==> config.mk <==
export PLATFORM = sky130hd
export DESIGN_NAME = rx_descramble_ctrl
export DESIGN_NICKNAME = d
export VERILOG_FILES = /design/src/rtl/rx_descramble_ctrl_pkg.sv /design/src/rtl/rx_descramble_ctrl_block_counter.sv /design/src/rtl/rx_descramble_ctrl.sv
export SDC_FILE = /design/constraint.sdc
export NUM_CORES = 1
export LEC_CHECK = 0
export CAP_MARGIN = 20
export CORE_ASPECT_RATIO = 0.8
export CORE_MARGIN = 2
export CORE_UTILIZATION = 40
export DETAILED_ROUTE_END_ITERATION = 6
export GPL_TIMING_DRIVEN = 0
export PLACE_DENSITY = 0.9
export SETUP_SLACK_MARGIN = 0.2
export SYNTH_ARGS = -nofsm -noshare
export SYNTH_HDL_FRONTEND = slang
export SYNTH_SLANG_ARGS = --single-unit
==> constraint.sdc <==
create_clock -name clk -period 2.9 [get_ports clk]
set_input_delay 0.29 -clock clk [delete_from_list [all_inputs] [get_ports clk]]
set_output_delay 0.29 -clock clk [all_outputs]
set_load 0.005 [all_outputs]
==> src/rtl/rx_descramble_ctrl_pkg.sv <==
// ---------------------------------------------------------------------------
// rx_descramble_ctrl_pkg
// Purpose : shared types and constants for the RX descrambler control slice.
//           Holds the block-type FSM encoding, the 2-bit sync header codes,
//           the ordered-set identifiers, the PIPE width codes, and small
//           decode helpers for symbols-per-cycle, LFSR select and lane masks.
// Ports   : none (package).
// ---------------------------------------------------------------------------
package rx_descramble_ctrl_pkg;

  typedef enum logic [2:0] {
    IDLE      = 3'd0,
    DATA_BLK  = 3'd1,
    OS_BLK    = 3'd2,
    SKP_BLK   = 3'd3,
    EIEOS_BLK = 3'd4
  } blk_state_e;

  localparam logic [1:0] HDR_DATA  = 2'b10;
  localparam logic [1:0] HDR_OS    = 2'b01;
  localparam logic [7:0] SKP_OS_ID = 8'hAA;
  localparam logic [7:0] EIEOS_ID  = 8'h00;

  localparam logic [5:0] PW_8  = 6'd8;
  localparam logic [5:0] PW_16 = 6'd16;
  localparam logic [5:0] PW_32 = 6'd32;

  // Symbols per cycle after reset (32-bit PIPE).
  localparam logic [2:0] NSYM_RESET = 3'd4;

  // Symbols per cycle for a PIPE width; unknown widths behave as 32-bit.
  function automatic logic [2:0] width_to_nsym(input logic [5:0] pw);
    logic [2:0] n;
    case (pw)
      PW_8:    n = 3'd1;
      PW_16:   n = 3'd2;
      PW_32:   n = 3'd4;
      default: n = 3'd4;
    endcase
    return n;
  endfunction

  // LFSR width select: 0/1/2 for 1/2/4 symbols per cycle.
  function automatic logic [1:0] nsym_to_sel(input logic [2:0] n);
    logic [1:0] sel;
    case (n)
      3'd1:    sel = 2'd0;
      3'd2:    sel = 2'd1;
      default: sel = 2'd2;
    endcase
    return sel;
  endfunction

  // Lanes carrying symbols this cycle, lane 0 first.
  function automatic logic [3:0] lane_mask(input logic [2:0] n);
    logic [3:0] m;
    case (n)
      3'd1:    m = 4'b0001;
      3'd2:    m = 4'b0011;
      default: m = 4'b1111;
    endcase
    return m;
  endfunction

endpackage

==> src/rtl/rx_descramble_ctrl_block_counter.sv <==
// ---------------------------------------------------------------------------
// rx_block_counter
// Purpose : tracks the symbol position (0..15) inside a 16-symbol block.
//           Counts only words that belong to a block; restarts on a block
//           start; flags a block start that arrives mid-block and reports
//           when the current word carries the last symbol of the block.
// Ports   : clk, reset      - clock, synchronous active-high reset
//           clr             - force count to 0 (training override)
//           valid           - word carries symbols this cycle
//           block_start     - qualified first word of a block
//           in_block        - this word belongs to a classified block
//           n_sym           - symbols per word in effect (1/2/4)
//           count           - registered symbol position of the next word
//           misalign        - block start seen while count != 0
//           wrap            - this word ends the current block
// ---------------------------------------------------------------------------
module rx_block_counter (
  input  logic       clk,
  input  logic       reset,
  input  logic       clr,
  input  logic       valid,
  input  logic       block_start,
  input  logic       in_block,
  input  logic [2:0] n_sym,
  output logic [3:0] count,
  output logic       misalign,
  output logic       wrap
);

  logic [3:0] count_q;
  logic [3:0] count_d;
  logic [3:0] base_s;
  logic [4:0] sum_s;

  // Position arithmetic for the word presented this cycle.
  always_comb begin
    base_s   = block_start ? 4'd0 : count_q;
    sum_s    = {1'b0, base_s} + {2'b00, n_sym};
    // Words are always aligned to N, so the sum lands exactly on 16 at the end.
    wrap     = sum_s[4];
    misalign = block_start & (count_q != 4'd0);
  end

  // Next count: hold on idle cycles, drop to 0 outside a block.
  always_comb begin
    count_d = count_q;
    if (clr) begin
      count_d = 4'd0;
    end else if (!valid) begin
      count_d = count_q;
    end else if (!in_block) begin
      count_d = 4'd0;
    end else begin
      count_d = sum_s[3:0];
    end
  end

  // Count register.
  always_ff @(posedge clk) begin
    if (reset) begin
      count_q <= 4'd0;
    end else begin
      count_q <= count_d;
    end
  end

  assign count = count_q;

endmodule

==> src/rtl/rx_descramble_ctrl.sv <==
// ---------------------------------------------------------------------------
// rx_descramble_ctrl
// Purpose : classifies received 128b/130b blocks from the sync header and
//           first symbol, and produces per-symbol LFSR advance / descramble
//           bypass controls, an LFSR reseed request at the end of an EIEOS
//           and a sync error pulse. All outputs are registered, one cycle
//           behind the inputs, with rxData delayed to stay aligned.
// Ports   : clk, reset      - clock, synchronous active-high reset
//           turnOff         - scrambling disabled (training); forces idle
//           PIPEWIDTH       - 8/16/32, anything else treated as 32
//           dataValid       - rxData carries symbols
//           blockStart      - first word of a block, qualifies syncHeader
//           syncHeader      - 10 data block, 01 ordered-set block
//           rxData          - symbols, symbol 0 in [7:0]
//           patternReset    - LFSR reseed request
//           LFSRSel         - LFSR width select 0/1/2
//           advance         - per-lane LFSR advance enable
//           bypass          - per-lane descramble bypass (1 = raw)
//           dataOut         - rxData delayed one cycle
//           dataValidOut    - dataValid delayed one cycle
//           syncErr         - illegal header or misaligned block start
// ---------------------------------------------------------------------------
module rx_descramble_ctrl
  import rx_descramble_ctrl_pkg::*;
(
  input  logic        clk,
  input  logic        reset,
  input  logic        turnOff,
  input  logic [5:0]  PIPEWIDTH,
  input  logic        dataValid,
  input  logic        blockStart,
  input  logic [1:0]  syncHeader,
  input  logic [31:0] rxData,
  output logic        patternReset,
  output logic [1:0]  LFSRSel,
  output logic [3:0]  advance,
  output logic [3:0]  bypass,
  output logic [31:0] dataOut,
  output logic        dataValidOut,
  output logic        syncErr
);

  blk_state_e  state_q;
  blk_state_e  state_d;
  blk_state_e  word_state_s;
  logic [2:0]  n_q;
  logic [2:0]  n_d;
  logic [2:0]  n_eff_s;
  logic [3:0]  mask_s;
  logic        new_block_s;
  logic        hdr_legal_s;
  logic        in_block_s;
  logic [3:0]  count_s;
  logic        misalign_s;
  logic        wrap_s;

  logic        pattern_reset_q, pattern_reset_d;
  logic [1:0]  lfsr_sel_q, lfsr_sel_d;
  logic [3:0]  advance_q, advance_d;
  logic [3:0]  bypass_q, bypass_d;
  logic [31:0] data_out_q, data_out_d;
  logic        data_valid_out_q, data_valid_out_d;
  logic        sync_err_q, sync_err_d;

  // Classify the word on the inputs: which block (if any) it belongs to.
  always_comb begin
    new_block_s  = dataValid & blockStart & ~turnOff;
    // A width change only lands on a block start; mid-block the latched N holds.
    n_eff_s      = new_block_s ? width_to_nsym(PIPEWIDTH) : n_q;
    mask_s       = lane_mask(n_eff_s);
    hdr_legal_s  = (syncHeader == HDR_DATA) | (syncHeader == HDR_OS);
    word_state_s = IDLE;
    if (new_block_s) begin
      case (syncHeader)
        HDR_DATA: word_state_s = DATA_BLK;
        HDR_OS: begin
          if (rxData[7:0] == SKP_OS_ID) begin
            word_state_s = SKP_BLK;
          end else if (rxData[7:0] == EIEOS_ID) begin
            word_state_s = EIEOS_BLK;
          end else begin
            word_state_s = OS_BLK;
          end
        end
        default: word_state_s = IDLE;
      endcase
    end else if (dataValid && (state_q != IDLE) && (count_s != 4'd0)) begin
      // Continuation of the current block. count 0 with a block state means
      // the previous block just ended and no new one started: fall to idle.
      word_state_s = state_q;
    end else begin
      word_state_s = IDLE;
    end
    in_block_s = (word_state_s != IDLE);
  end

  rx_block_counter u_block_counter (
    .clk         (clk),
    .reset       (reset),
    .clr         (turnOff),
    .valid       (dataValid),
    .block_start (new_block_s),
    .in_block    (in_block_s),
    .n_sym       (n_eff_s),
    .count       (count_s),
    .misalign    (misalign_s),
    .wrap        (wrap_s)
  );

  // State and latched-width registers.
  always_ff @(posedge clk) begin
    if (reset) begin
      state_q <= IDLE;
      n_q     <= NSYM_RESET;
    end else begin
      state_q <= state_d;
      n_q     <= n_d;
    end
  end

  // Next state: training override, hold on invalid cycles, else follow the word.
  always_comb begin
    state_d = state_q;
    n_d     = n_q;
    if (turnOff) begin
      state_d = IDLE;
    end else if (dataValid) begin
      state_d = word_state_s;
      n_d     = n_eff_s;
    end else begin
      state_d = state_q;
    end
  end

  // Output decode for the word on the inputs, registered below.
  always_comb begin
    advance_d        = 4'h0;
    bypass_d         = 4'hF;
    pattern_reset_d  = 1'b0;
    sync_err_d       = 1'b0;
    lfsr_sel_d       = nsym_to_sel(n_eff_s);
    data_out_d       = rxData;
    data_valid_out_d = dataValid;
    if (turnOff) begin
      pattern_reset_d = 1'b1;
    end else if (dataValid) begin
      sync_err_d = new_block_s & (~hdr_legal_s | misalign_s);
      case (word_state_s)
        DATA_BLK: begin
          advance_d = mask_s;
          bypass_d  = ~mask_s;
        end
        OS_BLK: begin
          advance_d = mask_s;
          bypass_d  = 4'hF;
        end
        SKP_BLK: begin
          advance_d = 4'h0;
          bypass_d  = 4'hF;
        end
        EIEOS_BLK: begin
          advance_d       = 4'h0;
          bypass_d        = 4'hF;
          // Reseed with the word that carries symbol 15.
          pattern_reset_d = wrap_s;
        end
        default: begin
          advance_d = 4'h0;
          bypass_d  = 4'hF;
        end
      endcase
    end else begin
      advance_d = 4'h0;
    end
  end

  // Output registers.
  always_ff @(posedge clk) begin
    if (reset) begin
      pattern_reset_q  <= 1'b1;
      lfsr_sel_q       <= 2'd2;
      advance_q        <= 4'h0;
      bypass_q         <= 4'hF;
      data_out_q       <= 32'h0;
      data_valid_out_q <= 1'b0;
      sync_err_q       <= 1'b0;
    end else begin
      pattern_reset_q  <= pattern_reset_d;
      lfsr_sel_q       <= lfsr_sel_d;
      advance_q        <= advance_d;
      bypass_q         <= bypass_d;
      data_out_q       <= data_out_d;
      data_valid_out_q <= data_valid_out_d;
      sync_err_q       <= sync_err_d;
    end
  end

  assign patternReset = pattern_reset_q;
  assign LFSRSel      = lfsr_sel_q;
  assign advance      = advance_q;
  assign bypass       = bypass_q;
  assign dataOut      = data_out_q;
  assign dataValidOut = data_valid_out_q;
  assign syncErr      = sync_err_q;

endmodule

==> results.sh, run 1 <==
export IMPL_final_cell_mix="88 x clkdlybuf4s50_1, 53 x dfxtp_1, 33 x nor2b_1, 8 x nand2_1, 7 x nor2_1"
export IMPL_netlist_area_sq_mm=0.001901
export IMPL_grt_max_degree=19
export IMPL_fp_dieArea_sq_mm=0.005322
export IMPL_fmax_mhz=386.7
export IMPL_holdWs_ns=0.3020
export IMPL_hold_viol_final=0
export IMPL_status="finished clean"
export IMPL_die_y_um=65.66
export IMPL_hold_buffers=0
export IMPL_antenna_cells=0
export IMPL_syn_num_nets=232
export IMPL_reg2reg_slack_ns=0.66
export IMPL_power_leakage_nw=1.146
export IMPL_routed_via_density=4.796
export IMPL_timing_rr_start="u_block_counter.count[1]$_SDFFE_PP0P_"
export IMPL_die_w_um=81.07
export IMPL_area_growth_pct=56.35
export IMPL_vias=1621
export IMPL_io_pins=90
export IMPL_instances_no_fill=338
export IMPL_cp_startpoint="PIPEWIDTH[2]"
export IMPL_endpoint="u_block_counter.count[3]$_SDFFE_PP0P_"
export IMPL_slew_violations=0
export IMPL_yosys_area_top_type_share_pct=55.83
export IMPL_antenna_found_initial=0
export IMPL_synth_area_leader_cell="dfxtp_1"
export IMPL_gp_congestion=0.7635
export IMPL_period_share_pct=89.16
export IMPL_drc_errors=0
export IMPL_cp_required_ns=3.12
export IMPL_cts_path_max_buffers=2
export IMPL_worst_setup_path_start_kind="input pin"
export IMPL_cts_buffers=5
export IMPL_async_flop_share_pct=0
export IMPL_setup_viol=0
export IMPL_htreeDepth=2
export IMPL_clock_sinks=53
export IMPL_vdd_drop_max_v=0.0002883
export IMPL_coreArea_sq_mm=0.004569
export IMPL_ys_seq_area_share_pct=55.83
export IMPL_synth_flop_cell="dfxtp_1"
export IMPL_drt_initial_drc_count=57
export IMPL_path_clk_slew_ns=0.10
export IMPL_p_total_mw=1.354
export IMPL_fin_util_pct=65.03
export IMPL_synth_area_per_cell_sq_um=10.50
export IMPL_tightest_slew_ns=0.5517
export IMPL_hold_path_class="input pin to flip-flop"
export IMPL_drive_above_1_share_pct=8.273
export IMPL_r2r_end="bypass[2]$_SDFF_PP1_"
export IMPL_synth_seq_cells=53
export IMPL_rows=22
export IMPL_dp_cells=329
export IMPL_numPortBuffers=88
export IMPL_finalCriticalPeriod_ns=2.586
export IMPL_grt_pass1_wl_um=6865
export IMPL_wl_per_cell_um=13.55
export IMPL_grt_pass1_vias=1492
export IMPL_synth_cell_type_count=40
export IMPL_crit_fanout=5
export IMPL_p_per_area_mw_per_mm2=455.8
export IMPL_cap_violations=0
export IMPL_skew_ns=0.009973
export IMPL_antenna_left=0
export IMPL_rsz0062_at_grt="false"
export IMPL_synthTopCellsByArea="dfxtp_1 56%, nor2b_1 11%, ha_1 3.3%"
export IMPL_critPathArrivalTime_ns=2.81
export IMPL_setup_tns_final_ns=0
export IMPL_grt_overflow=0
export IMPL_clk_latency_ns=0.31
export IMPL_initial_utilization_pct=41.59
export IMPL_fillers=375
export IMPL_final_common_cell="clkdlybuf4s50_1"
export IMPL_rr_worst_depth=5
export IMPL_synth_edf_count=0
export IMPL_worstSetupEndpointType="flip-flop"
export IMPL_clockRootBuffer="clkbuf_8"
export IMPL_cts_tree="yes"
export IMPL_grt_total_usage_pct=17.35
export IMPL_wl_um=4580
export IMPL_ys_warn_count=0
export IMPL_final_net_count=328
export IMPL_max_slew_margin_pct=62.70
export IMPL_first_pass_iters=4
export IMPL_path_class="input pin to flip-flop"
export IMPL_dp_hpwl_um=3569
export IMPL_synth_cells=181
==> worst min-delay path by stage <==
stage	cells past startpoint	from	endpoint
after floorplan	1	rxData[0]	dataOut[0]$_SDFF_PP0_
after global placement	2	u_block_counter.count[0]$_SDFFE_PP0P_	u_block_counter.count[0]$_SDFFE_PP0P_
after detailed placement	2	u_block_counter.count[0]$_SDFFE_PP0P_	u_block_counter.count[0]$_SDFFE_PP0P_
after CTS	3	dataValid	u_block_counter.count[0]$_SDFFE_PP0P_
after global routing	3	dataValid	u_block_counter.count[1]$_SDFFE_PP0P_
final	3	dataValid	u_block_counter.count[0]$_SDFFE_PP0P_
==> through the flow <==
| stage | cell area [sq um] | worst slack [ns] |
|---|---|---|
| 5_1_grt | 2972 | 0.2179 |
| 6_report | 2972 | 0.3143 |
| 2_1_floorplan | 1901 | 0.3456 |
| 4_1_cts | 2957 | 0.2110 |
| 3_5_place_dp | 2856 | -0.3918 |
| 3_3_place_gp | 2856 | -0.3419 |
==> per-layer routing <==
layer | share of wire, % | vias to the layer above | GRT usage, % | wire [um]
li1 | - | 799 | - | -
met1 | 39 | 746 | 18.19 | 1783
met2 | 52 | 65 | 31.61 | 2363
met3 | 7.0 | 11 | 5.082 | 321
met4 | 2.4 | 0 | 8.263 | 111
met5 | 0 | - | 0 | 0
==> state kept, by name, indices dropped and copies added (netlist names) <==
name / cells
dataOut: 32
patternReset: 1
u_block_counter.count: 4
bypass: 3
syncErr: 1
dataValidOut: 1
advance: 3
state_q: 3
n_q: 3
LFSRSel: 2
==> worst max-delay path, cell delays in order <==
cell and delay [ns]:
clkdlybuf4s50_1 0.39, or4_1 0.60, nor3_2 0.20, a21oi_2 0.09, inv_1 0.12, ha_1 0.25
a21o_1 0.17, a21oi_1 0.16, mux2_2 0.34, o31ai_1 0.19
==> final cells by class <==
class	instances	area (sq um)	share of cell area, %
Buffer	8	42.54	1.432
Clock buffer	5	68.82	2.316
Clock inverter	3	26.28	0.8842
Inverter	6	22.52	0.7579
Multi-Input combinational cell	114	787.0	26.48
Sequential cell	53	1061	35.71
Tap cell	60	75.07	2.526
Timing Repair Buffer	89	888.4	29.89
==> logic make-up (layout without fill, tap and decap cells) <==
| kind of cell | after synthesis | after routing | share of synthesized area [%] |
|---|---|---|---|
| muxes | 1 | 1 | 0.5925 |
| buffers and inverters | 14 | 111 | 3.225 |
| xor gates and xnor gates | 4 | 4 | 1.844 |
| DFF | 53 | 53 | 55.83 |
| adders and majority gates | 6 | 6 | 4.345 |
| AOI/OAI and AO/OA | 21 | 21 | 8.689 |
| and+or+nand+nor | 82 | 82 | 25.48 |
==> Yosys cell counts (all sizes together) (2+ instances only) <==
master / count
a21oi: 7
and2: 3
and3: 2
buf: 3
clkbuf: 5
dfxtp: 53
ha: 5
inv: 6
nand2: 8
nand2b: 4
nand3: 6
nor2: 7
nor2b: 33
nor3: 3
nor4: 3
o21ai: 4
o31ai: 3
or2: 2
or4: 4
xnor2: 3
==> power breakdown <==
group | total [mW] | internal (mW) | switching, mW
clock | 0.422 | 0.176 | 0.246
combinational | 0.172 | 0.115 | 0.0572
sequential | 0.761 | 0.754 | 0.00667
==> what timing repair did <==
item	in CTS	in global routing
setup endpoints to repair	1	1
resized for setup	2	4
setup buffers	0	1
Power figures use the tool's default switching activity.
==> run 2: changes to the inputs <==
- CTS_CLUSTER_SIZE: default -> 24
==> results of run 2 <==
Same layout as run 1: the final DEF is identical, and so are final timing and power.
